### config.mk
export PLATFORM = sky130hd
export DESIGN_NAME = fetch_controller
export DESIGN_NICKNAME = d
export VERILOG_FILES = /design/src/rtl/fetch_controller.sv
export SDC_FILE = /design/constraint.sdc
export NUM_CORES = 1
export LEC_CHECK = 0
export CORE_ASPECT_RATIO = 0.6
export CORE_MARGIN = 3
export CORE_UTILIZATION = 49
export CTS_BUF_LIST = sky130_fd_sc_hd__clkbuf_16
export CTS_CLUSTER_SIZE = 30
export DETAILED_ROUTE_END_ITERATION = 10
export PLACE_DENSITY = 0.87
export SYNTH_ARGS = -nofsm -noshare
export SYNTH_HDL_FRONTEND = slang
export SYNTH_SLANG_ARGS = --single-unit
### constraint.sdc
create_clock -name clk -period 4.55 [get_ports clk]
set_input_delay 0.91 -clock clk [delete_from_list [all_inputs] [get_ports clk]]
set_output_delay 0.91 -clock clk [all_outputs]
set_load 0.005 [all_outputs]
### src/rtl/fetch_controller.sv
// fetch_controller: PC sequencing and single-outstanding instruction fetch,
// handing fetched words to decode over valid/ready and squashing on redirect.
module fetch_controller #(
    parameter logic [31:0] RESET_ADDR = 32'h0000_0000
) (
    input  logic        clk,
    input  logic        rst,
    output logic        imem_req_valid,
    output logic [31:0] imem_req_addr,
    input  logic        imem_req_ready,
    input  logic        imem_rsp_valid,
    input  logic [31:0] imem_rsp_data,
    input  logic        redirect_valid,
    input  logic [31:0] redirect_addr,
    output logic        inst_valid,
    output logic [31:0] inst_data,
    output logic [31:0] inst_pc,
    input  logic        inst_ready,
    output logic [31:0] pc_out
);

    typedef enum logic [1:0] {
        FETCH,
        WAIT,
        HOLD,
        DROP
    } state_t;

    state_t      state;
    logic [31:0] pc;
    logic [31:0] req_pc;
    logic [31:0] redirect_pc;
    logic        accept;

    assign redirect_pc    = redirect_addr & ~32'h3;
    assign imem_req_valid = rst && (state == FETCH);
    assign imem_req_addr  = pc;
    assign pc_out         = pc;
    assign accept         = imem_req_valid && imem_req_ready;

    always_ff @(posedge clk or negedge rst) begin
        if (!rst) begin
            state      <= FETCH;
            pc         <= RESET_ADDR;
            req_pc     <= '0;
            inst_valid <= 1'b0;
            inst_data  <= '0;
            inst_pc    <= '0;
        end else if (redirect_valid) begin
            // Redirect wins; a response already owed becomes a DROP.
            pc         <= redirect_pc;
            inst_valid <= 1'b0;
            unique case (state)
                FETCH: state <= accept ? DROP : FETCH;
                WAIT:  state <= imem_rsp_valid ? FETCH : DROP;
                HOLD:  state <= FETCH;
                DROP:  state <= DROP;
                default: state <= FETCH;
            endcase
        end else begin
            unique case (state)
                FETCH: begin
                    if (accept) begin
                        req_pc <= pc;
                        pc     <= pc + 32'd4;
                        state  <= WAIT;
                    end
                end
                WAIT: begin
                    if (imem_rsp_valid) begin
                        inst_data  <= imem_rsp_data;
                        inst_pc    <= req_pc;
                        inst_valid <= 1'b1;
                        state      <= HOLD;
                    end
                end
                HOLD: begin
                    if (inst_ready) begin
                        inst_valid <= 1'b0;
                        state      <= FETCH;
                    end
                end
                DROP: begin
                    if (imem_rsp_valid) begin
                        state <= FETCH;
                    end
                end
                default: state <= FETCH;
            endcase
        end
    end

endmodule

== Yosys cells after proc, flatten, opt, wreduce, memory -nomap -nowiden ==
Index checks and enable logic that the tools add are counted.

* Bits of input ports: 70
* Register bits: 131

* Add/subtract/negate cells: 1
* Equality and inequality tests: 7
* Bitwise logic cells: 1
* Multiplexer cells: 16
* Reductions and logical operators: 11

{| class="wikitable"
|+ Operator list
! operator !! number
|-
| 2-to-1 mux 32 bit || 3
|-
| adder 32 x 3 -> 32 bit, second input constant || 1
|-
| one-hot mux 2 bit (4 select lines) || 2
|-
| 2-to-1 mux 2 bit || 7
|-
| inequality test 3 bit, second input constant || 4
|-
| AND reduction 3 bit || 3
|-
| == test 2 bit, second input constant || 2
|-
| AND reduction 4 bit || 1
|-
| nonzero test 2 bit || 2
|-
| 2-to-1 mux 1 bit || 3
|-
| nonzero test 3 bit || 1
|-
| == test 2 x 1 -> 1 bit, second input constant || 1
|-
| logical AND 1 bit || 2
|-
| logical NOT 2 bit || 1
|-
| one-hot mux 1 bit (2 select lines) || 1
|-
| AND reduction 2 bit || 1
|-
| NOT 1 bit || 1
|}

== Depth between registers and ports, before layout ==
Gate-level depths: netlist of the first run.

* Depth in word-level cells: 6
* Depth in mapped cells: 7
* Mapped depth without buffers: 5

== Worst setup path after synthesis of the first run ==
OpenSTA, ideal clock, no wires.

* Path kind: input to register
* Start: input rst
* End: register pc[26] (netlist: imem_req_addr[26])
* Slack: 2,181 ps
* Setup time: 82 ps
* Cell stages on the path: 6
* Data required time: 4,468 ps
* Arrival time: 2,287 ps
* Path buffers: 1
* Cells stage by stage: or3b_4 -> inv_2 -> nand3_1 -> buf_2 -> or4_1 -> a31oi_1

* Word-level cells in the longest chain between the ends: 4

{| class="wikitable"
|+ Ends and longest elaborated chain
! what !! line !! RTL
|-
| from (decl) || 7 || <nowiki>input logic rst,</nowiki>
|-
| logical AND 1 bit || 36 || <nowiki>assign imem_req_valid = rst && (state == FETCH);</nowiki>
|-
| via imem_req_valid || 8 || <nowiki>output logic imem_req_valid,</nowiki>
|-
| logical AND 1 bit || 39 || <nowiki>assign accept = imem_req_valid && imem_req_ready;</nowiki>
|-
| nonzero test 2 bit (no line) || - ||
|-
| AND reduction 2 bit (no line) || - ||
|-
| to (signal assigned) || 51 || <nowiki>pc <= redirect_pc;</nowiki>
|-
| to (signal assigned) || 65 || <nowiki>pc <= pc + 32'd4;</nowiki>
|-
| to (decl) || 30 || <nowiki>logic [31:0] pc;</nowiki>
|}

The timed path passes the listed nets, and every way through them passes these cells.
A chain may end at the register's enable or synchronous reset.

== Worst setup path in the final report of the first run ==
* Start: input rst
* End: output imem_req_valid

* Word-level cells in the longest chain between the ends: 1

{| class="wikitable"
|+ Ends and longest elaborated chain
! what !! line
|-
| logical AND 1 bit || 36
|-
| to (decl) || 8
|}

No other way between the ends.

==> out/metrics.csv, run 1 <==
metric;value;unit
clock root cell;clkbuf_16;
Reg power frac;40.2;%
Critical Path End Type;output pin;
placeable core area;10990;µm²
via density per instance;5.561;
Post-Syn Area per Cell;12.01;µm²
wire length per cell;19.41;µm
GRT overflow;0;
Max Clk Rate;331.4;MHz
Worst-Margin Slew;942.4;ps
CTS Sinks;125;
Antenna diodes;0;
largest cells by area after synthesis;dfrtp_1, mux2_2, buf_4;
DR iter-0 viols;404;
library cells used by synthesis;42;
RSZ-0062 raised after global routing;no;
max-slew violations;0;
Core Rows;29;
clk buf depth;2;
Gates resized, CTS repair;0;
routed vias;4471;
simple-gate area share of the yosys netlist;12.40;%
# hold bufs at CTS;0;
# Max-Cap Violations;0;
WS Path Type;in -> out;
number of synthesized register bits;125;
Post-CTS Setup Bufs;0;
Synth Area in Adders;0.2180;%
layout cells sized above 1;20.96;%
Synth area leader;dfrtp_1;
Final Skew;7.928;ps
Hold Crit Class;in -> async;
Tmin final;3018;ps
Area growth, synth to finish;41.55;%
Synth Area in Compound Gates;5.908;%
final hold violation count;0;
Cells after Synth;478;
status;finished clean;
Post-synth top cells;dfrtp_1, mux2_2, buf_4;
top-count cell post-synth;dfrtp_1;
post-synthesis async set-or-reset flop share;100.0;%
worst skew pair latency;410;ps
Worst setup SP type;primary input;
crit share post-route;66.32;%
TritonCTS buffer count;17;
largest net degree at the start of global routing;64;
setup violators final;0;
Power Density;564.2;nW/µm²
largest fanout on the critical path;12;
XOR/XNOR Fraction of Synth Area;1.526;%
total placed instance area;7543;µm²
number of synthesized flops with an enable pin;0;
Comb power frac;30.7;%
IO Pins;200;
chip width;145.7;µm
initial antenna violation count;0;
leakage power;3.267;nW
switching pwr;0.001213;W
fin area;8124;µm²
first-pass GRT wire length;24910;µm
CP arrival;2110;ps
main flop type after synthesis;dfrtp_1;
post-synthesis mux area share;18.23;%
drt total wl;15600;µm
DIE HEIGHT;89.83;µm
Synth top area share;54.50;%
Worst Path Required;3640;ps
CTS tree;done;
register area share after synthesis;54.50;%
Int Power;0.003370;W
First-pass DRT Iterations;5;
Clk network pwr share;29.1;%
initial core utilization;52.20;%
setup TNS;0;ps
H-tree levels;4;
Slew headroom;37.02;%
ANT nets after route;0;
vias in the first global route;4641;
main combinational cell family by area after synthesis;multiplexers;
Reg clk slew, reported paths;50;ps
Overall Global Routing Usage;24.04;%
die area;13090;µm²
fin nets;708;
Yosys Warn Count;0;
maximum vdd drop;0.0003573;V
GP Congestion;0.8907;
Cell Area, Synth;5739;µm²
port bufs;191;
Switching Fraction;26.47;%
hpwl dp;10980;µm
Post-route DRC;0;
[area by class of cell]
type	count	area, µm²
clock buffers	17	425.4
clock inverters	14	155.1
fillers	761	2870
inverters	7	26.28
multi-input cells	289	2228
flip-flops and latches	125	3128
well taps	155	193.9
repair buffers	197	1967
[path summary, 6_finish.rpt]
path / startpoint / end / slack [ps] / depth (start not counted)
hold / removal: rst / req_pc[9] / 330 / 1
min in group clk: req_pc[2] / inst_pc[2] / 500 / 1
setup / recovery: rst / imem_req_valid / 1530 / 4
setup reg to reg: state[0] / imem_req_addr[22] / 2160 / 5
max in group asynchronous: rst / req_pc[16] / 2510 / 3
hold reg to reg: req_pc[2] / inst_pc[2] / 500 / 1
[layout by cell type (no fill, tap or decap), drive strengths merged, types with 13 or more instances in the layout]
| master | count |
|---|---|
| nand2 | 34 |
| o21ai | 15 |
| clkdlybuf4s50 | 190 |
| a31oi | 13 |
| dfrtp | 125 |
| nor2 | 19 |
| clkbuf | 17 |
| mux2 | 92 |
| nand3 | 16 |
| or4 | 15 |
[metrics by stage]
stage / setup slack (ps) / hold slack [ps] / std cells / power [W] / utilization (%)
2_1_floorplan: 2181 / 475.0 / 483 / 0.002380 / -
3_3_place_gp: 1367 / 483.5 / 773 / 0.003192 / 68.61
3_5_place_dp: 1284 / 487.4 / 773 / 0.003270 / 68.61
4_1_cts: 1530 / 316.1 / 804 / 0.004622 / 73.89
5_1_grt: 1484 / 317.5 / 804 / 0.004825 / 73.89
6_report: 1532 / 330.7 / 804 / 0.004584 / 73.89
[metal layers]
layer  wire (µm)  GRT usage (%)  up-vias
li1            -              -     2011
met1        6607          31.34     2203
met2        7118          36.18      237
met3        1672          10.90       20
met4         203          7.346        0
met5           0              0        -
[kinds of logic (layout without fill, tap and decap cells)]
kind of cell / count (synthesis) / count (layout)
adder cells (fa/ha/maj): 1 / 1
other: 1 / 6
buffers and inverters: 69 / 235
AND/OR/NAND/NOR: 127 / 127
XOR/XNOR: 10 / 10
flip-flops: 125 / 125
AO/OA/AOI/OAI: 52 / 52
multiplexers: 93 / 93
[critical path, stage by stage]
cell and delay [ps]:
buf_4 180, or3b_4 430, inv_2 80, clkdlybuf4s50_1 500
[power by group through the flow]
stage | clock (W) | sequential (W) | combinational, W
floorplan | 0 | 0.00181 | 0.000569
global placement | 0 | 0.00182 | 0.00137
detailed placement | 0 | 0.00186 | 0.00141
CTS | 0.00135 | 0.00185 | 0.00143
global route | 0.00140 | 0.00191 | 0.00151
finish | 0.00133 | 0.00184 | 0.00141
[sequential cells by signal, indices dropped and copies added (netlist names)]
signal	flops
imem_req_addr	30
state	2
inst_pc	30
req_pc	30
inst_data	32
inst_valid	1
Power figures use the tool's default switching activity.
==> run 2: changes to the inputs <==
- CORE_UTILIZATION: 49 -> 46
- PLACE_DENSITY: 0.87 -> 0.82
- clock period: 4.55 -> 2.9 ns (I/O delays scaled with it)
==> run 2 against run 1 <==
  * Hold slack improved by 170 ps
  * Via count is 1.0% lower
  * Clock power grew 41%
==> out/metrics.csv, run 2 (synthesized netlist as in run 1, its figures left out) <==
metric;value;unit;change
status;finished clean;;
Reg clk slew, reported paths;60;ps;about the same
maximum vdd drop;0.0005931;V;+66%
GRT overflow;0;;unchanged
setup TNS;0;ps;unchanged
Area growth, synth to finish;41.92;%;
RSZ-0062 raised after global routing;no;;
routed vias;4425;;-1.0%
clock root cell;clkbuf_16;;
CP cell instances;dlygate4sd3_1 -> buf_6 -> or3b_4 -> inv_2 -> clkdlybuf4s50_1;;
commonest non-fill, non-tap cell in the layout;clkdlybuf4s50_1;;
hpwl dp;11130;µm;+1.3%
Overall Global Routing Usage;22.83;%;-1.2 points
layout cells sized above 1;21.95;%;+1.0 points
worst skew pair latency;410;ps;about the same
Critical Path End Type;output pin;;
final hold violation count;0;;unchanged
Worst setup SP type;primary input;;
commonest non-fill, non-tap cells in the layout;clkdlybuf4s50_1, dfrtp_1, mux2_2, nand2_1, nor2_1;;
TritonCTS buffer count;17;;unchanged
setup violators final;0;;unchanged
Post-Layout Cell Count;816;;+1.5%
Hold Crit Class;reg -> reg;;
IO Pins;200;;unchanged
fin nets;715;;+0.99%
GR Util met2;34.33;%;-1.8 points
first-pass GRT wire length;24580;µm;-1.3%
CP arrival;2260;ps;+150 ps
total placed instance area;7611;µm²;+0.90%
max FFs per register;32;;unchanged
Slew headroom;46.94;%;+9.9 points
clk buf depth;2;;unchanged
initial antenna violation count;0;;unchanged
Tmin final;2843;ps;
drt total wl;15450;µm;-0.96%
Core Rows;30;;+3.4%
Worst-Margin Slew;795.9;ps;-146.6 ps
chip width;150.2;µm;+3.1%
wire length per cell;18.94;µm;-2.4%
Power Density;858.0;nW/µm²;+52%
initial core utilization;48.85;%;-3.4 points
Antenna diodes;0;;unchanged
DR iter-0 viols;248;;-39%
ANT nets after route;0;;unchanged
largest fanout on the critical path;7;;-5
leakage power;3.265;nW;about the same
crit share post-route;98.02;%;
grt peak-use layer;met2;;
Worst Path Required;2320;ps;-1320 ps
CTS tree;done;;
DIE HEIGHT;92.52;µm;+3.0%
global routing usage on met3;9.878;%;-1.0 points
Max Clk Rate;351.8;MHz;
max-slew violations;0;;unchanged
fin area;8145;µm²;+0.26%
Final Skew;7.961;ps;+0.03353 ps
Placed Cells;784;;+1.4%
Gates resized, CTS repair;0;;unchanged
Post-route DRC;0;;unchanged
CTS Sinks;125;;unchanged
CP peak stage delay;560;ps;+60 ps
placeable core area;11750;µm²;+6.9%
via density per instance;5.423;;-2.5%
First-pass DRT Iterations;4;;-1
Reg with most FFs;inst_data;;
Finished Core Util;69.33;%;-4.6 points
die area;13900;µm²;+6.2%
WS Path Type;in -> out;;
vias in the first global route;4568;;-1.6%
# Max-Cap Violations;0;;unchanged
port bufs;191;;unchanged
GP Congestion;0.8209;;-7.8%
Critical Path Slowest Stage Cell;dlygate4sd3_1;;
H-tree levels;4;;unchanged
met1 usage;30.07;%;-1.3 points
largest net degree at the start of global routing;64;;unchanged
[run 2: cell count changes in the layout (fill, tap and decap cells not counted)]
cell / delta
dlygate4sd3_1: +1
inv_1: -2
bufinv_16: -3
inv_6: +2
buf_6: +1
clkinv_4: +1
buf_4: +4
buf_12: +1
clkinvlp_4: +2
[run 2: worst paths after layout]
path	startpoint	to	slack [ps]	cells past startpoint
max in group asynchronous	rst	inst_pc[13]	670	4
min in group asynchronous	rst	imem_req_addr[3]	540	2
min	req_pc[11]	inst_pc[11]	500	1
max reg2reg	imem_req_addr[5]	imem_req_addr[17]	660	4
max	rst	imem_req_valid	60	5
min reg2reg	req_pc[11]	inst_pc[11]	500	1
[run 2: where the power goes]
| group | internal (W) | switching, W |
|---|---|---|
| registers | 0.00244 | 0.000463 |
| logic | 0.00153 | 0.000675 |
| clock network | 0.00108 | 0.000797 |
[run 2: critical path, delay by kind of cell]
kind | cells | cell delay [ps]
simple gates | 1 | 410
buf+inv | 4 | 1280
[run 2: timing repair]
item | in CTS | in global routing
buffers inserted | 0 | 0
hold buffers | 1 | 0
endpoints found under the hold margin | 2 | 0
[run 2: layout make-up]
type	count	area, µm²
clock buffer	17	425.4
clock inverter	14	98.84
fill	826	3603
inverter	7	26.28
multi-input combinational	289	2228
sequential	125	3128
tap	160	200.2
timing repair buffer	204	2038
[run 2: through the flow]
stage                     total power [W]  setup slack (ps)  hold slack (ps)
after floorplan                  0.003735             861.3            284.4
after global placement           0.005029             343.2            366.5
after global routing             0.007377             24.91            513.6
after detailed placement         0.005134             297.2            369.0
after CTS                        0.007051             55.36            502.9
final                            0.006989             57.47            501.3
[run 2: per-layer routing]
| metal | vias up | wire, µm |
|---|---|---|
| li1 | 2023 | - |
| met1 | 2193 | 6722 |
| met2 | 190 | 6879 |
| met3 | 19 | 1677 |
| met4 | 0 | 174 |
| met5 | - | 0 |
